==> src/rtl/rx_pkt_ctrl.sv <==
// rx_pkt_ctrl: USB receive packet controller; validates SYNC, strobes FIFO writes per data byte,
// tracks byte count and a sticky receive error per packet.
module rx_pkt_ctrl #(
  parameter int MAX_BYTES = 64
) (
  input  logic       clk,
  input  logic       n_rst,
  input  logic       bit_en,
  input  logic       d_edge,
  input  logic       eop,
  input  logic       eop_error,
  input  logic       byte_done,
  input  logic [7:0] rx_byte,
  input  logic       buffer_full,
  output logic       det_en,
  output logic       det_clear,
  output logic       rcving,
  output logic       w_enable,
  output logic       r_error,
  output logic [6:0] byte_count
);
  typedef enum logic [2:0] {IDLE, SYNC, CHK_SYNC, RECEIVE, STORE, DONE, ERR_WAIT} state_t;
  localparam logic [6:0] MAXC = 7'(MAX_BYTES);
  state_t state_q, state_d;
  logic [7:0] sync_q, sync_d;
  logic [6:0] count_q, count_d;
  logic r_error_q, r_error_d, rcving_q;
  logic q_eop, q_err;
  assign q_eop = bit_en & eop;
  assign q_err = bit_en & eop_error;
  always_comb begin
    state_d = state_q;
    sync_d = sync_q;
    count_d = count_q;
    r_error_d = r_error_q;
    det_clear = 1'b0;
    w_enable = 1'b0;
    case (state_q)
      IDLE: if (d_edge) begin
        state_d = SYNC;
        det_clear = 1'b1;
        r_error_d = 1'b0;
        count_d = '0;
      end
      SYNC: if (q_eop | q_err) begin
        state_d = IDLE;
        r_error_d = 1'b1;
      end else if (byte_done) begin
        state_d = CHK_SYNC;
        sync_d = rx_byte;
      end
      CHK_SYNC: state_d = (sync_q == 8'h80) ? RECEIVE : ERR_WAIT;
      RECEIVE: state_d = q_err ? ERR_WAIT : q_eop ? DONE : byte_done ? STORE : RECEIVE;
      STORE: if (buffer_full || count_q == MAXC) state_d = ERR_WAIT;
      else begin
        w_enable = 1'b1;
        count_d = count_q + 7'd1;
        state_d = RECEIVE;
      end
      DONE: begin
        det_clear = 1'b1;
        state_d = IDLE;
        if (count_q == '0) r_error_d = 1'b1;
      end
      ERR_WAIT: if (q_eop | q_err) begin
        state_d = IDLE;
        det_clear = 1'b1;
      end
      default: state_d = IDLE;
    endcase
    // error stays visible for the whole wait for end of packet
    if (state_d == ERR_WAIT) r_error_d = 1'b1;
  end
  always_ff @(posedge clk or negedge n_rst) begin
    if (!n_rst) begin
      state_q <= IDLE;
      sync_q <= '0;
      count_q <= '0;
      r_error_q <= 1'b0;
      rcving_q <= 1'b0;
    end else begin
      state_q <= state_d;
      sync_q <= sync_d;
      count_q <= count_d;
      r_error_q <= r_error_d;
      rcving_q <= (state_d != IDLE);
    end
  end
  assign det_en = bit_en & (state_q != IDLE);
  assign rcving = rcving_q;
  assign r_error = r_error_q;
  assign byte_count = count_q;
endmodule

==> config.mk <==
export PLATFORM = sky130hd
export DESIGN_NAME = rx_pkt_ctrl
export DESIGN_NICKNAME = d
export VERILOG_FILES = /design/src/rtl/rx_pkt_ctrl.sv
export SDC_FILE = /design/constraint.sdc
export NUM_CORES = 1
export LEC_CHECK = 0
export CORE_MARGIN = 2
export CORE_UTILIZATION = 50
export CTS_CLUSTER_DIAMETER = 50
export DETAILED_ROUTE_END_ITERATION = 10
export PLACE_DENSITY = 0.91
export SLEW_MARGIN = 10
export SYNTH_ARGS = -nofsm -noshare
export SYNTH_HDL_FRONTEND = slang
export SYNTH_SLANG_ARGS = --single-unit
==> constraint.sdc <==
create_clock -name clk -period 5.45 [get_ports clk]
set_input_delay 0.545 -clock clk [delete_from_list [all_inputs] [get_ports clk]]
set_output_delay 0.545 -clock clk [all_outputs]
set_load 0.01 [all_outputs]
==> results.sh <==
export IMPL_status="finished, final reports clean"
export IMPL_io_buffers=27
export IMPL_endpoint="w_enable"
export IMPL_yosys_area_top_type="dfrtp_1"
export IMPL_worst_pin_slew_ps=858
export IMPL_setup_viol_count_final=0
export IMPL_wirelength_um=2080
export IMPL_die_y_um=50.1
export IMPL_synth_mux_area_share_pct=9.43
export IMPL_synthCells=108
export IMPL_grt_start_max_net_pins=21
export IMPL_skew_ps=1.01
export IMPL_report_final_slew_viol_count=0
export IMPL_fmax_mhz=358
export IMPL_cp_num_buf_inv=2
export IMPL_fillers=145
export IMPL_async_flop_share_pct=100
export IMPL_synth_compound_area_share_pct=12.0
export IMPL_required_ps=4910
export IMPL_grt_ovfl_total=0
export IMPL_p_int_mw=0.354
export IMPL_wire_per_inst_um=12.7
export IMPL_drive_gt1_share_pct=10.3
export IMPL_first_iter_violations=20
export IMPL_r2r_start="state_q[2]$_DFF_PN0_"
export IMPL_path_cells="nor4_1, a211o_1, clkinv_2, clkdlybuf4s50_1"
export IMPL_synth_top_area_share_pct=47.2
export IMPL_crit_family="buffers and inverters"
export IMPL_cts_buffers=3
export IMPL_slew_limit_headroom_pct=42.6
export IMPL_startpoint="byte_count[3]$_DFFE_PN0P_"
export IMPL_vdd_drop_max_v=0.000262
export IMPL_grt_pass1_wl_um=3270
export IMPL_power_density_nw_per_um2=397
export IMPL_synth_edf_count=0
export IMPL_clock_sinks=20
export IMPL_switching_power_mw=0.195
export IMPL_cp_depth=4
export IMPL_dr_pass1_iters=4
export IMPL_netlist_top_cells_count="20 x dfrtp_1, 9 x nand2_1, 9 x nor2_1"
export IMPL_fin_crit_ps=2800
export IMPL_synth_fa_ha_area_share_pct=2.36
export IMPL_num_vias=872
export IMPL_root_buffer="clkbuf_4"
export IMPL_wl_met1_um=982
export IMPL_synth_xor_area_share_pct=2.48
export IMPL_core_area_um2=1980
export IMPL_cts_resized_gates=0
export IMPL_start_kind="flip-flop"
export IMPL_netlist_area_um2=1060
export IMPL_cts_buffer_depth=2
export IMPL_post_cts_setup_buffers=0
export IMPL_rr_worst_depth=6
export IMPL_chipWidth_um=50.1
export IMPL_fin_total_pwr_mw=0.549
export IMPL_fin_nets=155
export IMPL_vias_per_cell=5.35
export IMPL_clk_insertion_delay_late_ps=290
export IMPL_antenna_found_initial=0
export IMPL_synth_seq_cells=20
export IMPL_yosys_cell_count_top_type="dfrtp_1"
export IMPL_comb_power_share_pct=38.5
export IMPL_std_cell_rows=16
export IMPL_io_pin_count=28
export IMPL_synth_area_per_cell_um2=9.82
export IMPL_rsz0062_at_grt="false"
export IMPL_tns_ps=0
export IMPL_area_growth_pct=30.3
export IMPL_clkSlewWorstSetupHoldPaths_ps=110
export IMPL_seq_power_share_pct=46.2
export IMPL_end_kind="output pin"
export IMPL_yosysUniqueCellTypes=32
export IMPL_r2r_end="byte_count[5]$_DFFE_PN0P_"
export IMPL_fin_crit_sh_pct=51.3
export IMPL_cts_tree="done"
export IMPL_initial_core_util_pct=53.5
export IMPL_dr_wl_met2_um=988
export IMPL_critPathArrivalTime_ps=2250
export IMPL_synthSimpleGateAreaFrac_pct=22.2
export IMPL_dr_wl_met3_um=86
export IMPL_sw_frac_of_total_pct=35.6
export IMPL_synth_area_leaders="dfrtp_1 47%, mux2_2 8.5%, a21oi_1 3.8%"
export IMPL_crit_fanout=6
export IMPL_grt_pass1_vias=754
export IMPL_synth_fp_nets=126
export IMPL_hold_viol=0
export IMPL_place_gp_congestion=0.816
export IMPL_hold_buffers=0
export IMPL_antennaDiodeCount=0
export IMPL_synth_top_family_by_area="simple AND/OR/NAND/NOR gates"
export IMPL_leakagePower_nw=0.599
export IMPL_path_class="flip-flop to output pin"
export IMPL_regToRegSetupSlack_ps=3390
export IMPL_hold_class="flip-flop to flip-flop"
export IMPL_yosysSeqAreaShare_pct=47.2
export IMPL_synth_ff_type="dfrtp_1"
export IMPL_die_area_um2=2510
export IMPL_slowest_stage="nor4_1"
export IMPL_grt_util_all_layers_pct=17.0
export IMPL_cap_viol_max_count=0
export IMPL_utilization_pct=69.8
export IMPL_dp_hpwl_um=1550
export IMPL_drcViolationCount=0
export IMPL_top_layer="met4"
export IMPL_clkPwrFrac_pct=15.3
export IMPL_synth_warnings=0
export IMPL_slowest_delay_ps=570
export IMPL_postRouteAntennaNets=0
export IMPL_htreeDepth=1
[power by group through the flow]
| stage | clock [mW] | combinational, mW | sequential, mW |
|---|---|---|---|
| after floorplan | 0 | 0.156 | 0.234 |
| after global placement | 0 | 0.205 | 0.253 |
| after detailed placement | 0 | 0.213 | 0.256 |
| after CTS | 0.0867 | 0.214 | 0.253 |
| after global routing | 0.0944 | 0.235 | 0.261 |
| final | 0.0841 | 0.212 | 0.254 |
[flip-flops by register name, indices dropped and copies added (netlist names)]
name	cells
state_q	3
sync_q	8
byte_count	7
r_error	1
rcving	1
[routing by layer]
layer  global-route usage, %  vias to the layer above
met5                       0                        -
met4                    5.56                        0
met3                    3.64                        2
met2                    26.3                       21
met1                    23.7                      406
li1                        -                      443
[worst reg2reg max path, cell delays in order, from the launching register on]
cell,delay [ps]
dfrtp_1,540
or3b_1,410
a211o_1,340
clkinv_2,120
nand4_4,120
or3_1,320
a21oi_1,140
[cell families (layout without fill, tap and decap cells)]
kind of cell               after synthesis  after routing
and+or+nand+nor                         43             43
AOI/OAI and AO/OA                       21             21
adders and majority gates                2              2
buffers and inverters                   10             38
DFF                                     20             20
xor gates and xnor gates                 3              3
muxes                                    9              9
[worst min path at each step]
stage	cells past startpoint	start	to	slack (ps)
2_1_floorplan	0	n_rst	byte_count[0]$_DFFE_PN0P_	250
3_3_place_gp	1	sync_q[6]$_DFFE_PN0P_	sync_q[6]$_DFFE_PN0P_	480
3_5_place_dp	1	sync_q[6]$_DFFE_PN0P_	sync_q[6]$_DFFE_PN0P_	490
4_1_cts	1	sync_q[6]$_DFFE_PN0P_	sync_q[6]$_DFFE_PN0P_	510
5_1_grt	1	sync_q[6]$_DFFE_PN0P_	sync_q[6]$_DFFE_PN0P_	530
6_report	1	sync_q[6]$_DFFE_PN0P_	sync_q[6]$_DFFE_PN0P_	510
[cells in the final DEF, fill, tap and decap left out, types with 2 or more instances in the layout]
| cell | instances |
|---|---|
| a21oi_1 | 8 |
| nor3_1 | 3 |
| clkbuf_4 | 3 |
| or3_1 | 2 |
| o21ai_0 | 3 |
| ha_1 | 2 |
| and2_1 | 2 |
| inv_1 | 6 |
| nand2b_1 | 3 |
| nor4_1 | 4 |
| o22ai_1 | 3 |
| xor2_1 | 2 |
| nor2_1 | 9 |
| mux2_2 | 8 |
| dfrtp_1 | 20 |
| clkdlybuf4s50_1 | 27 |
| nand3_1 | 6 |
| nand4b_1 | 2 |
| nand2_1 | 9 |
[area by class of cell]
| class | count | area (um^2) | area share (%) |
|---|---|---|---|
| clock buffers | 4 | 36.3 | 2.62 |
| inverters | 7 | 27.5 | 1.99 |
| multi-input cells | 78 | 514 | 37.2 |
| flip-flops and latches | 20 | 500 | 36.2 |
| well taps | 27 | 33.8 | 2.44 |
| repair buffers | 27 | 270 | 19.5 |
[through the flow]
stage	instances	worst slack (ps)	hold slack, ps	instance area (um^2)
after floorplan	108	3510	249	1060
after global placement	159	2780	484	1350
after detailed placement	159	2710	490	1350
after CTS	163	2630	510	1380
after global routing	163	2500	533	1380
final	163	2650	508	1380
No activity file was read; power rests on OpenSTA's default activity.
==> RTL edit: new RTL, config.mk and constraints unchanged <==
Re-encode `state_t` (7 states) as one-hot, 7 bits wide.
--- a/src/rtl/rx_pkt_ctrl.sv
+++ b/src/rtl/rx_pkt_ctrl.sv
@@ -20,5 +20,5 @@
   output logic [6:0] byte_count
 );
-  typedef enum logic [2:0] {IDLE, SYNC, CHK_SYNC, RECEIVE, STORE, DONE, ERR_WAIT} state_t;
+  typedef enum logic [6:0] {IDLE = 7'b0000001, SYNC = 7'b0000010, CHK_SYNC = 7'b0000100, RECEIVE = 7'b0001000, STORE = 7'b0010000, DONE = 7'b0100000, ERR_WAIT = 7'b1000000} state_t;
   localparam logic [6:0] MAXC = 7'(MAX_BYTES);
   state_t state_q, state_d;
Check against the original RTL: no difference found for any inputs over 10 cycles, from zero or initial values and one cycle with n_rst low; not proved beyond that.
==> RTL edit against the unedited design <==
Wire length rose by 30%; core utilization fell by 3.6 points; register-to-register slack improved by 190 ps; power fell by 4.5%; design area rose by 18%; first-iteration DRC count rose by 25%; hold slack improved by 10 ps; sequential cell count rose by 4; setup slack got worse by 280 ps; maximum frequency fell by 9.1%; synthesized area rose by 22%; clock skew barely moved; sequential power rose by 2%; critical endpoint is now det_clear; largest cell class unchanged.
==> RTL edit: results (changes against the unedited design) <==
outcome:
  status: "finished clean"  # unchanged
placement:
  postPlaceCellArea_um2: 1590  # was 1350 µm²
layout:
  nNetsFinal: 170  # was 155
  finalInstanceArea_um2: 1630  # was 1380 µm²
  drive_gt1_frac: 0.146  # was 0.103
worst_setup_path:
  crit_start: "state_q[4]"  # was byte_count[3]
  critPathCapture: "det_clear"  # was w_enable
  r2r_cells: 7  # was 6
  cp_slowest_cell: "clkdlybuf4s50_1"  # was nor4_1
  arrival_ps: 2530  # was 2250 ps
  rr_startpoint: "byte_count[0]"  # was state_q[2]
  worstReg2RegEnd: "byte_count[3]"  # was byte_count[5]
synth:
  synthTopCellsByCount: "23 x dfrtp_1, 10 x nand2_1, 10 x nor2_1"  # was 20 x dfrtp_1, 9 x nand2_1, 9 x nor2_1
  postSynthAreaPerCell_um2: 10.7  # was 9.82 µm²
  synth.distinct_cells: 42  # was 32
  ys_top_cells_by_area: "dfrtp_1 45%, mux2_2 7.0%, nand2_1 2.9%, nor2_1 2.9%, nand2b_4 2.1%"  # was dfrtp_1 47%, mux2_2 8.5%, a21oi_1 3.8%, nand2_1 3.2%, nor2_1 3.2%
  seq_area_frac_synth: 0.466  # was 0.472
routing:
  viasPerCell: 5.89  # was 5.35
  drtIter0Drc: 25  # was 20
  wire_per_inst_um: 14.9  # was 12.7 µm
  wl_mm: 2.70  # was 2.08 mm
power:
  powerSeq_uw: 258  # was 254 µW
  ir_worst_vdd_mv: 0.245  # was 0.262 mV
  power_uw: 525  # was 549 µW
  p_leak_nw: 0.739  # was 0.599 nW
global_routing:
  grt_start_max_net_pins: 25  # was 21
  grt_use_met2: 0.403  # was 0.263
  grt_use_met1: 0.256  # was 0.237
  grt_pass1_vias: 1068  # was 754
  grtUsageTotal: 0.223  # was 0.170
timing:
  slew_headroom: 0.294  # was 0.426
  timing.hold.ws_ps: 518  # was 508 ps
  fmax_ghz: 0.325  # was 0.358 GHz
==> RTL edit: changes by cell type in the layout (fill, tap and decap cells not counted), moves of 3 or more <==
cell     change
a21oi_1      -7
and3_1       +3
dfrtp_1      +3
nor2b_1      +3
o22ai_1      -3
==> RTL edit: cell families (layout without fill, tap and decap cells) <==
logic type / after synthesis / after routing / share of synthesized area
buf+inv: 7 / 37 / 0.0261
simple gates: 58 / 58 / 0.285
mux: 10 / 10 / 0.0852
compound gates: 19 / 19 / 0.112
xor+xnor: 1 / 1 / 0.00678
flops: 24 / 24 / 0.466
fa+ha+maj: 2 / 2 / 0.0194
==> RTL edit: final cells by class <==
class	count	share of cell area
clock buffer	4	0.0223
inverter	6	0.0139
multi-input combinational	90	0.404
sequential	24	0.370
tap	30	0.0231
timing repair buffer	27	0.166
==> RTL edit: metal layers <==
layer  share of wire  vias to the layer above
li1                -                      501
met1            0.41                      518
met2            0.53                       37
met3           0.047                       10
met4           0.019                        0
met5               0                        -
